<file path="src/rtl/axil_cmd_master.sv">
// AXI-Lite command master: programs accelerator dims, starts it, polls DONE, clears START.
// Optional bounded polling is compiled in with `define AXIL_CMD_MASTER_TIMEOUT_EN.
module axil_cmd_master #(
  parameter int unsigned       ADDR_W    = 32,
  parameter int unsigned       DATA_W    = 32,
  parameter logic [ADDR_W-1:0] BASE_ADDR = '0,
  parameter int unsigned       POLL_GAP  = 4,
  parameter int unsigned       POLL_MAX  = 1024
) (
  input  logic              clk,
  input  logic              rst_n,
  input  logic              cmd_valid_i,
  output logic              cmd_ready_o,
  input  logic [DATA_W-1:0] cmd_m_i,
  input  logic [DATA_W-1:0] cmd_k_i,
  input  logic [DATA_W-1:0] cmd_n_i,
  output logic              m_axi_awvalid_o,
  input  logic              m_axi_awready_i,
  output logic [ADDR_W-1:0] m_axi_awaddr_o,
  output logic              m_axi_wvalid_o,
  input  logic              m_axi_wready_i,
  output logic [DATA_W-1:0] m_axi_wdata_o,
  input  logic              m_axi_bvalid_i,
  output logic              m_axi_bready_o,
  input  logic [1:0]        m_axi_bresp_i,
  output logic              m_axi_arvalid_o,
  input  logic              m_axi_arready_i,
  output logic [ADDR_W-1:0] m_axi_araddr_o,
  input  logic              m_axi_rvalid_i,
  output logic              m_axi_rready_o,
  input  logic [DATA_W-1:0] m_axi_rdata_i,
  input  logic [1:0]        m_axi_rresp_i,
  output logic              busy_o,
  output logic              job_done_o,
  output logic              job_err_o
);

  typedef enum logic [2:0] {
    S_IDLE, S_WR, S_WR_RESP, S_RD_ADDR, S_RD_DATA, S_POLL_WAIT, S_CLR, S_FINISH
  } state_e;

  typedef struct packed {
    logic [DATA_W-1:0] m;
    logic [DATA_W-1:0] k;
    logic [DATA_W-1:0] n;
  } dims_t;

  // Write index 0..3 is the programming sequence; IDX_CLR is the START=0 write.
  localparam logic [2:0] IDX_LAST = 3'd3;
  localparam logic [2:0] IDX_CLR  = 3'd4;
  localparam logic [7:0] GAP_LAST = (POLL_GAP == 0) ? 8'd0 : 8'(POLL_GAP - 1);

  state_e     state_q, state_d;
  dims_t      dims_q, dims_d;
  logic [2:0] idx_q, idx_d;
  logic       aw_pend_q, aw_pend_d;
  logic       w_pend_q, w_pend_d;
  logic       err_q, err_d;
  logic [7:0] gap_q, gap_d;
  logic [ADDR_W-1:0] wr_off;

`ifdef AXIL_CMD_MASTER_TIMEOUT_EN
  localparam int unsigned PCW = $clog2(POLL_MAX + 1);
  logic [PCW-1:0] poll_q, poll_d;
`else
  if (POLL_MAX == 0) begin : g_poll_max_unused
  end
`endif

  logic unused_rdata;
  assign unused_rdata = ^m_axi_rdata_i[DATA_W-1:1];

  always_ff @(posedge clk or negedge rst_n) begin
    if (!rst_n) begin
      state_q   <= S_IDLE;
      dims_q    <= '0;
      idx_q     <= '0;
      aw_pend_q <= 1'b0;
      w_pend_q  <= 1'b0;
      err_q     <= 1'b0;
      gap_q     <= '0;
`ifdef AXIL_CMD_MASTER_TIMEOUT_EN
      poll_q    <= '0;
`endif
    end else begin
      state_q   <= state_d;
      dims_q    <= dims_d;
      idx_q     <= idx_d;
      aw_pend_q <= aw_pend_d;
      w_pend_q  <= w_pend_d;
      err_q     <= err_d;
      gap_q     <= gap_d;
`ifdef AXIL_CMD_MASTER_TIMEOUT_EN
      poll_q    <= poll_d;
`endif
    end
  end

  always_comb begin
    state_d   = state_q;
    dims_d    = dims_q;
    idx_d     = idx_q;
    aw_pend_d = aw_pend_q;
    w_pend_d  = w_pend_q;
    err_d     = err_q;
    gap_d     = gap_q;
`ifdef AXIL_CMD_MASTER_TIMEOUT_EN
    poll_d    = poll_q;
`endif
    case (state_q)
      S_IDLE: begin
        if (cmd_valid_i) begin
          dims_d.m  = cmd_m_i;
          dims_d.k  = cmd_k_i;
          dims_d.n  = cmd_n_i;
          idx_d     = '0;
          err_d     = 1'b0;
          aw_pend_d = 1'b1;
          w_pend_d  = 1'b1;
`ifdef AXIL_CMD_MASTER_TIMEOUT_EN
          poll_d    = '0;
`endif
          state_d   = S_WR;
        end
      end
      S_WR: begin
        // AW and W retire independently; move on once both have been taken.
        if (m_axi_awready_i) aw_pend_d = 1'b0;
        if (m_axi_wready_i)  w_pend_d  = 1'b0;
        if (!aw_pend_d && !w_pend_d) state_d = S_WR_RESP;
      end
      S_WR_RESP: begin
        if (m_axi_bvalid_i) begin
          if (m_axi_bresp_i != 2'b00) begin
            err_d   = 1'b1;
            state_d = S_FINISH;
          end else if (idx_q == IDX_CLR) begin
            state_d = S_FINISH;
          end else if (idx_q == IDX_LAST) begin
            state_d = S_RD_ADDR;
          end else begin
            idx_d     = idx_q + 3'd1;
            aw_pend_d = 1'b1;
            w_pend_d  = 1'b1;
            state_d   = S_WR;
          end
        end
      end
      S_RD_ADDR: begin
        if (m_axi_arready_i) state_d = S_RD_DATA;
      end
      S_RD_DATA: begin
        if (m_axi_rvalid_i) begin
          if (m_axi_rresp_i != 2'b00) begin
            err_d   = 1'b1;
            state_d = S_FINISH;
          end else if (m_axi_rdata_i[0]) begin
            state_d = S_CLR;
          end else begin
`ifdef AXIL_CMD_MASTER_TIMEOUT_EN
            if (poll_q == PCW'(POLL_MAX - 1)) begin
              err_d   = 1'b1;
              state_d = S_FINISH;
            end else begin
              poll_d  = poll_q + 1'b1;
              gap_d   = '0;
              state_d = S_POLL_WAIT;
            end
`else
            gap_d   = '0;
            state_d = S_POLL_WAIT;
`endif
          end
        end
      end
      S_POLL_WAIT: begin
        if (gap_q >= GAP_LAST) state_d = S_RD_ADDR;
        else                   gap_d   = gap_q + 8'd1;
      end
      S_CLR: begin
        idx_d     = IDX_CLR;
        aw_pend_d = 1'b1;
        w_pend_d  = 1'b1;
        state_d   = S_WR;
      end
      S_FINISH: state_d = S_IDLE;
      default:  state_d = S_IDLE;
    endcase
  end

  always_comb begin
    wr_off        = '0;
    m_axi_wdata_o = '0;
    case (idx_q)
      3'd0:    begin wr_off = ADDR_W'(32'h08); m_axi_wdata_o = dims_q.m; end
      3'd1:    begin wr_off = ADDR_W'(32'h0C); m_axi_wdata_o = dims_q.k; end
      3'd2:    begin wr_off = ADDR_W'(32'h10); m_axi_wdata_o = dims_q.n; end
      3'd3:    begin wr_off = ADDR_W'(32'h00); m_axi_wdata_o = DATA_W'(1); end
      default: begin wr_off = ADDR_W'(32'h00); m_axi_wdata_o = '0; end
    endcase
  end

  assign m_axi_awaddr_o  = BASE_ADDR + wr_off;
  assign m_axi_awvalid_o = aw_pend_q;
  assign m_axi_wvalid_o  = w_pend_q;
  assign m_axi_bready_o  = (state_q == S_WR_RESP);
  assign m_axi_arvalid_o = (state_q == S_RD_ADDR);
  assign m_axi_araddr_o  = BASE_ADDR + ADDR_W'(32'h04);
  assign m_axi_rready_o  = (state_q == S_RD_DATA);
  assign cmd_ready_o     = (state_q == S_IDLE);
  assign busy_o          = (state_q != S_IDLE);
  assign job_done_o      = (state_q == S_FINISH);
  assign job_err_o       = (state_q == S_FINISH) && err_q;

endmodule

</file>
<file path="config.mk">
export PLATFORM = sky130hd
export DESIGN_NAME = axil_cmd_master
export DESIGN_NICKNAME = d
export VERILOG_FILES = /design/src/rtl/axil_cmd_master.sv
export SDC_FILE = /design/constraint.sdc
export NUM_CORES = 1
export LEC_CHECK = 0
export ABC_AREA = 0
export ABC_CLOCK_PERIOD_IN_PS = 2500
export BUFFER_PORTS_ARGS = -buffer_cell sky130_fd_sc_hd__buf_2
export CORE_ASPECT_RATIO = 2
export CORE_MARGIN = 2
export CORE_UTILIZATION = 40
export CTS_BUF_LIST = sky130_fd_sc_hd__clkbuf_4 sky130_fd_sc_hd__clkbuf_8
export CTS_CLUSTER_DIAMETER = 30
export DETAILED_ROUTE_END_ITERATION = 10
export PLACE_DENSITY = 0.69
export SLEW_MARGIN = 20
export SYNTH_ARGS = -nofsm -noshare
export SYNTH_HDL_FRONTEND = slang
export SYNTH_SLANG_ARGS = --single-unit
export TNS_END_PERCENT = 1
</file>
<file path="constraint.sdc">
create_clock -name clk -period 2.5 [get_ports clk]
set_input_delay 0.5 -clock clk [delete_from_list [all_inputs] [get_ports clk]]
set_output_delay 0.5 -clock clk [all_outputs]
set_load 0.05 [all_outputs]
</file>
# ---- After elaboration in Yosys (flattened, before gate mapping)
# Cells that the tools add are included.
dict set report word_totals {
  regBits 113
  output_inout_bits 105
  wordCells 98
}
dict set report op_classes {
  n_addsub 2
  magnitude_cmp 1
  eq_ne 25
  n_mux 42
  n_reduce_logical 19
}
# op count
set ops {}
lappend ops {{one-hot mux 32 bit (4 select lines)} 1}
lappend ops {{two-way mux 3 bit} 13}
lappend ops {{two-way mux 8 bit} 4}
lappend ops {{one-hot mux 3 bit (8 select lines)} 1}
lappend ops {{AND reduction 6 bit} 4}
lappend ops {{inequality test 2 bit, second input constant} 11}
lappend ops {{one-hot mux 8 bit (2 select lines)} 1}
lappend ops {{equality test 3 bit, second input constant} 5}
lappend ops {{one-hot mux 5 bit (3 select lines)} 1}
lappend ops {{two-way mux 1 bit} 14}
lappend ops {{equality test 3 x 2 -> 1 bit, second input constant} 4}
lappend ops {{one-hot mux 3 bit (3 select lines)} 1}
lappend ops {{nonzero test 3 bit} 3}
lappend ops {{adder 8 x 1 -> 8 bit, second input constant} 1}
lappend ops {{greater-or-equal comparator 8 x 2 -> 1 bit, second input constant} 1}
lappend ops {{one-hot mux 1 bit (4 select lines)} 2}
lappend ops {{equality test 3 x 1 -> 1 bit, second input constant} 2}
lappend ops {{zero test 3 bit} 2}
lappend ops {{two-way mux 2 bit} 3}
lappend ops {{inequality test 2 x 1 -> 1 bit, second input constant} 3}
lappend ops {{nonzero test 2 bit} 3}
lappend ops {{AND reduction 5 bit} 1}
lappend ops {{nonzero test 4 bit} 1}
lappend ops {{adder 3 x 1 -> 3 bit, second input constant} 1}
lappend ops {{4 further kinds} 6}

# ---- Longest topological paths before layout
dict set report depth {
  word_depth 6
  depth_mapped 7
  mapped_depth_nobuf 6
}

# ---- Least setup slack after synthesis
# OpenSTA, ideal clock, no wires.
dict set report synth_timing {
  path_type {register to output}
  from {register idx_q[0]}
  to {output m_axi_wdata_o[21]}
  t_arrival_ns 2.076
  required_time_ns 2.000
  setup_slack_ns -0.076
  stages_incl_launch_ff 8
  n_path_buf 2
  path_cell_list {dfrtp_1 -> inv_1 -> ha_1 -> nor2b_1 -> clkbuf_1 -> clkbuf_1 -> a22oi_1 -> nand2_1}
}
dict set report synth_between {
  elab_chain_len 2
}
# element line
set synth_lines {}
lappend synth_lines {{from (decl)} 55} ;# logic [2:0] idx_q, idx_d;
lappend synth_lines {{from (signal assigned)} 88} ;# idx_q <= idx_d;
lappend synth_lines {{equality test 3 x 2 -> 1 bit (tied with other cells)} 194} ;# case (idx_q)
lappend synth_lines {{one-hot mux 32 bit (4 select lines) *} 194}
lappend synth_lines {{to (decl)} 22} ;# output logic [DATA_W-1:0] m_axi_wdata_o,
# Every way passes the cells marked *; elsewhere a longest branch is shown, timed or not.

# ---- Worst setup path after layout
dict set report layout_timing {
  from {register idx_q[0]}
  to {output m_axi_awaddr_o[3]}
}
dict set report layout_between {
  elab_chain_len 2
}
# element line
set layout_lines {}
lappend layout_lines {{equality test 3 x 2 -> 1 bit (tied with other cells)} 194}
lappend layout_lines {{one-hot mux 5 bit (3 select lines) *} 194}
lappend layout_lines {{to (decl)} 19} ;# output logic [ADDR_W-1:0] m_axi_awaddr_o,
# Marked as above.

==> out/results.ini <==
[critical_path]
critPathKind = reg2out
required_ns = 2.00
start_kind = flop
worstSetupEndpointType = primary output
arrival_ns = 1.95
reg2regPathDepth = 7
cp_max_fo = 18

[global_routing]
grt_max_degree = 54
grt_antenna_before_repair = 5
grt.overflow.total = 0
grtUsageTotal_pct = 17.8
grt_pass1_vias = 4074
grt_pass1_wl_um = 20400

[clocking]
cts_buffers = 17
cts_tree = done
clockBufferDepth = 2
clockRootBuffer = clkbuf_8
h-tree-depth = 4
clock-sinks = 113
path_clk_slew_ns = 0.08
clk_latency_ns = 0.42
cts_hold_buffers = 0

[synthesis]
yosys_warnings = 0
syn_avg_cell_area_um2 = 11.9
syn_area_um2 = 5650
yosysSeqAreaShare_pct = 50.1
post_synth_num_cell_types = 38
syn_inst = 474
ys_ff_latch = 113

[cells_and_area]
multi_input_area_um2 = 2440
n_fill_cell = 1287
drive_above_1_share_pct = 47.0
final_util_pct = 50.4
syn2layout_area_growth_pct = 24.0
seqCellArea_um2 = 2830
final_net_count = 774

[drt]
detail_route.iter0.violations = 122
ant_nets = 0
wl_um = 13200
vias = 3931
viasPerCell = 4.71
wl_per_cell_um = 15.8
dr.pass1.iters = 4
drc = 0

[floorplan]
die_w_um = 88.0
core-area_um2 = 13900
start_util_pct = 40.7
die_h_um = 172
num_rows = 61
io_pins = 245
dieArea_um2 = 15100

[pwr]
p_comb_share_pct = 51.6
power.leakage_uw = 0.00344
ir_worst_vdd_v = 0.000933
internal-power_uw = 6100
power_frac_clock_pct = 17.8
p_seq_share_pct = 30.6
p_sw_share_pct = 43.0
p_switching_uw = 4590
p_per_area_nw_per_um2 = 1530

[sta]
finClkSkew_ns = 0.0109
fin_ws_ns = 0.0549
rsz0062_at_grt = true
fmaxAchievable_mhz = 409
tightest_slew_ns = 0.630
slew_headroom_pct = 58.0
min_period_over_period_pct = 97.8
tns_ns = 0
hold_viol_final = 0
setup_viol = 0
holdWs_ns = 0.0879
slew_viol_final = 0
min_period_ns = 2.45

[outcome]
status = completed

[place]
gp_congestion = 0.832
portBuffers = 152
hpwl_um = 9230
post-place-ws_ns = 0.348

[flow_run]
cap_violations = 0

[worst_hold_path]
hold_path_class = in2async

power groups by stage:
stage / logic, µW / clock network (µW) / registers (µW)
floorplan: 4190 / 0 / 3140
global placement: 5070 / 0 / 3230
detailed placement: 5150 / 0 / 3300
CTS: 5460 / 1950 / 3270
global route: 5850 / 2060 / 3400
finish: 5520 / 1900 / 3270
cells in the final DEF (no fill, tap or decap), types with 5 or more instances in the layout:
| master | count |
|---|---|
| conb_1 | 61 |
| dfrtp_1 | 113 |
| and2_1 | 7 |
| ha_1 | 5 |
| clkbuf_8 | 19 |
| nor2_1 | 5 |
| buf_4 | 33 |
| nand2_1 | 64 |
| o21ai_0 | 8 |
| inv_1 | 7 |
| mux2_4 | 29 |
| buf_6 | 6 |
| mux2_2 | 67 |
| diode_2 | 6 |
| a22oi_1 | 31 |
| buf_2 | 118 |
area by class of cell:
cell class	instances	share of cell area (%)
diodes	6	0.214
clock buffers	21	3.95
inverters	8	0.429
multi-input cells	325	34.9
flip-flops and latches	113	40.4
well taps	189	3.38
clock inverters	10	2.27
repair buffers	163	14.5
logic make-up (layout without fill, tap and decap cells):
kind of cell / after synthesis / after routing / synth area share (%)
other cells: 2 / 67 / 0.133
compound gates: 55 / 55 / 6.98
mux: 101 / 101 / 22.0
simple gates: 102 / 102 / 8.44
fa+ha+maj: 6 / 6 / 1.33
buf+inv: 95 / 202 / 11.1
flops: 113 / 113 / 50.1
sequential cells by signal, indices dropped and copies added, names as in the netlist:
| name | count |
|---|---|
| dims_q | 96 |
| err_q | 1 |
| gap_q | 8 |
| idx_q | 3 |
| m_axi_awvalid_o | 1 |
| m_axi_wvalid_o | 1 |
| state_q | 3 |
routing by layer:
metal  GRT usage (%)  share of wire, %  vias to the layer above  wire, µm
met1            19.6                37                     1931      4890
met3            4.58               5.7                       21       753
met5               0                 0                        -         0
met2            30.9                54                      155      7150
li1                -                 -                     1824         -
met4            9.22               2.8                        0       367
path summary, 6_finish.rpt:
| check | startpoint | endpoint | slack, ns |
|---|---|---|---|
| worst min-delay path | rst_n | dims_q[65] | 0.09 |
| worst max-delay path | idx_q[0] | m_axi_awaddr_o[3] | 0.05 |
| min in group clk | m_axi_awready_i | m_axi_awvalid_o | 0.28 |
| worst min register to register | gap_q[7] | gap_q[7] | 0.49 |
| worst max register to register | idx_q[0] | idx_q[0] | 0.52 |
| max in group asynchronous | rst_n | dims_q[83] | 1.68 |
cell usage after synthesis, drive strengths merged:
master	count	area [µm²]
a211o	1	8.76
a21oi	3	15.0
a22oi	32	240
a2bb2oi	3	26.3
a31o	1	8.76
a31oi	2	12.5
and2	8	50.1
and3	2	12.5
buf	73	543
clkbuf	14	52.6
conb	2	7.51
dfrtp	113	2830
ha	6	75.1
inv	8	30.0
mux2	97	1200
mux2i	4	40.0
nand2	64	240
nand2b	3	18.8
nand3	3	15.0
nand4	1	6.26
nand4b	1	8.76
nor2	5	18.8
nor2b	6	37.5
nor3	1	10.0
nor3b	3	27.5
nor4	2	12.5
o2111a	1	11.3
o2111ai	1	8.76
o21ai	8	40.0
o22ai	2	12.5
o32a	1	10.0
or2	1	6.26
or3	2	12.5
what timing repair did:
action                                  4_1_cts  5_1_grt
setup buffers                                 1        0
gates cloned                                  0        0
resized for setup                            36       14
endpoints found under the setup margin       32       33
worst max-delay path, cell delays in order (launching register included):
cell and delay, ns:
dfrtp_1 0.38, buf_4 0.15, ha_1 0.19, nor2b_4 0.14, buf_8 0.17, or2_2 0.31
buf_4 0.19
through the flow:
step	instance area, µm²	power [µW]	std cells
floorplan	5870	7340	533
global placement	6400	8300	797
detailed placement	6400	8450	797
CTS	6940	10700	829
global route	7000	11300	832
finish	7000	10700	835
Note: power is estimated with default switching activity, not from simulation.
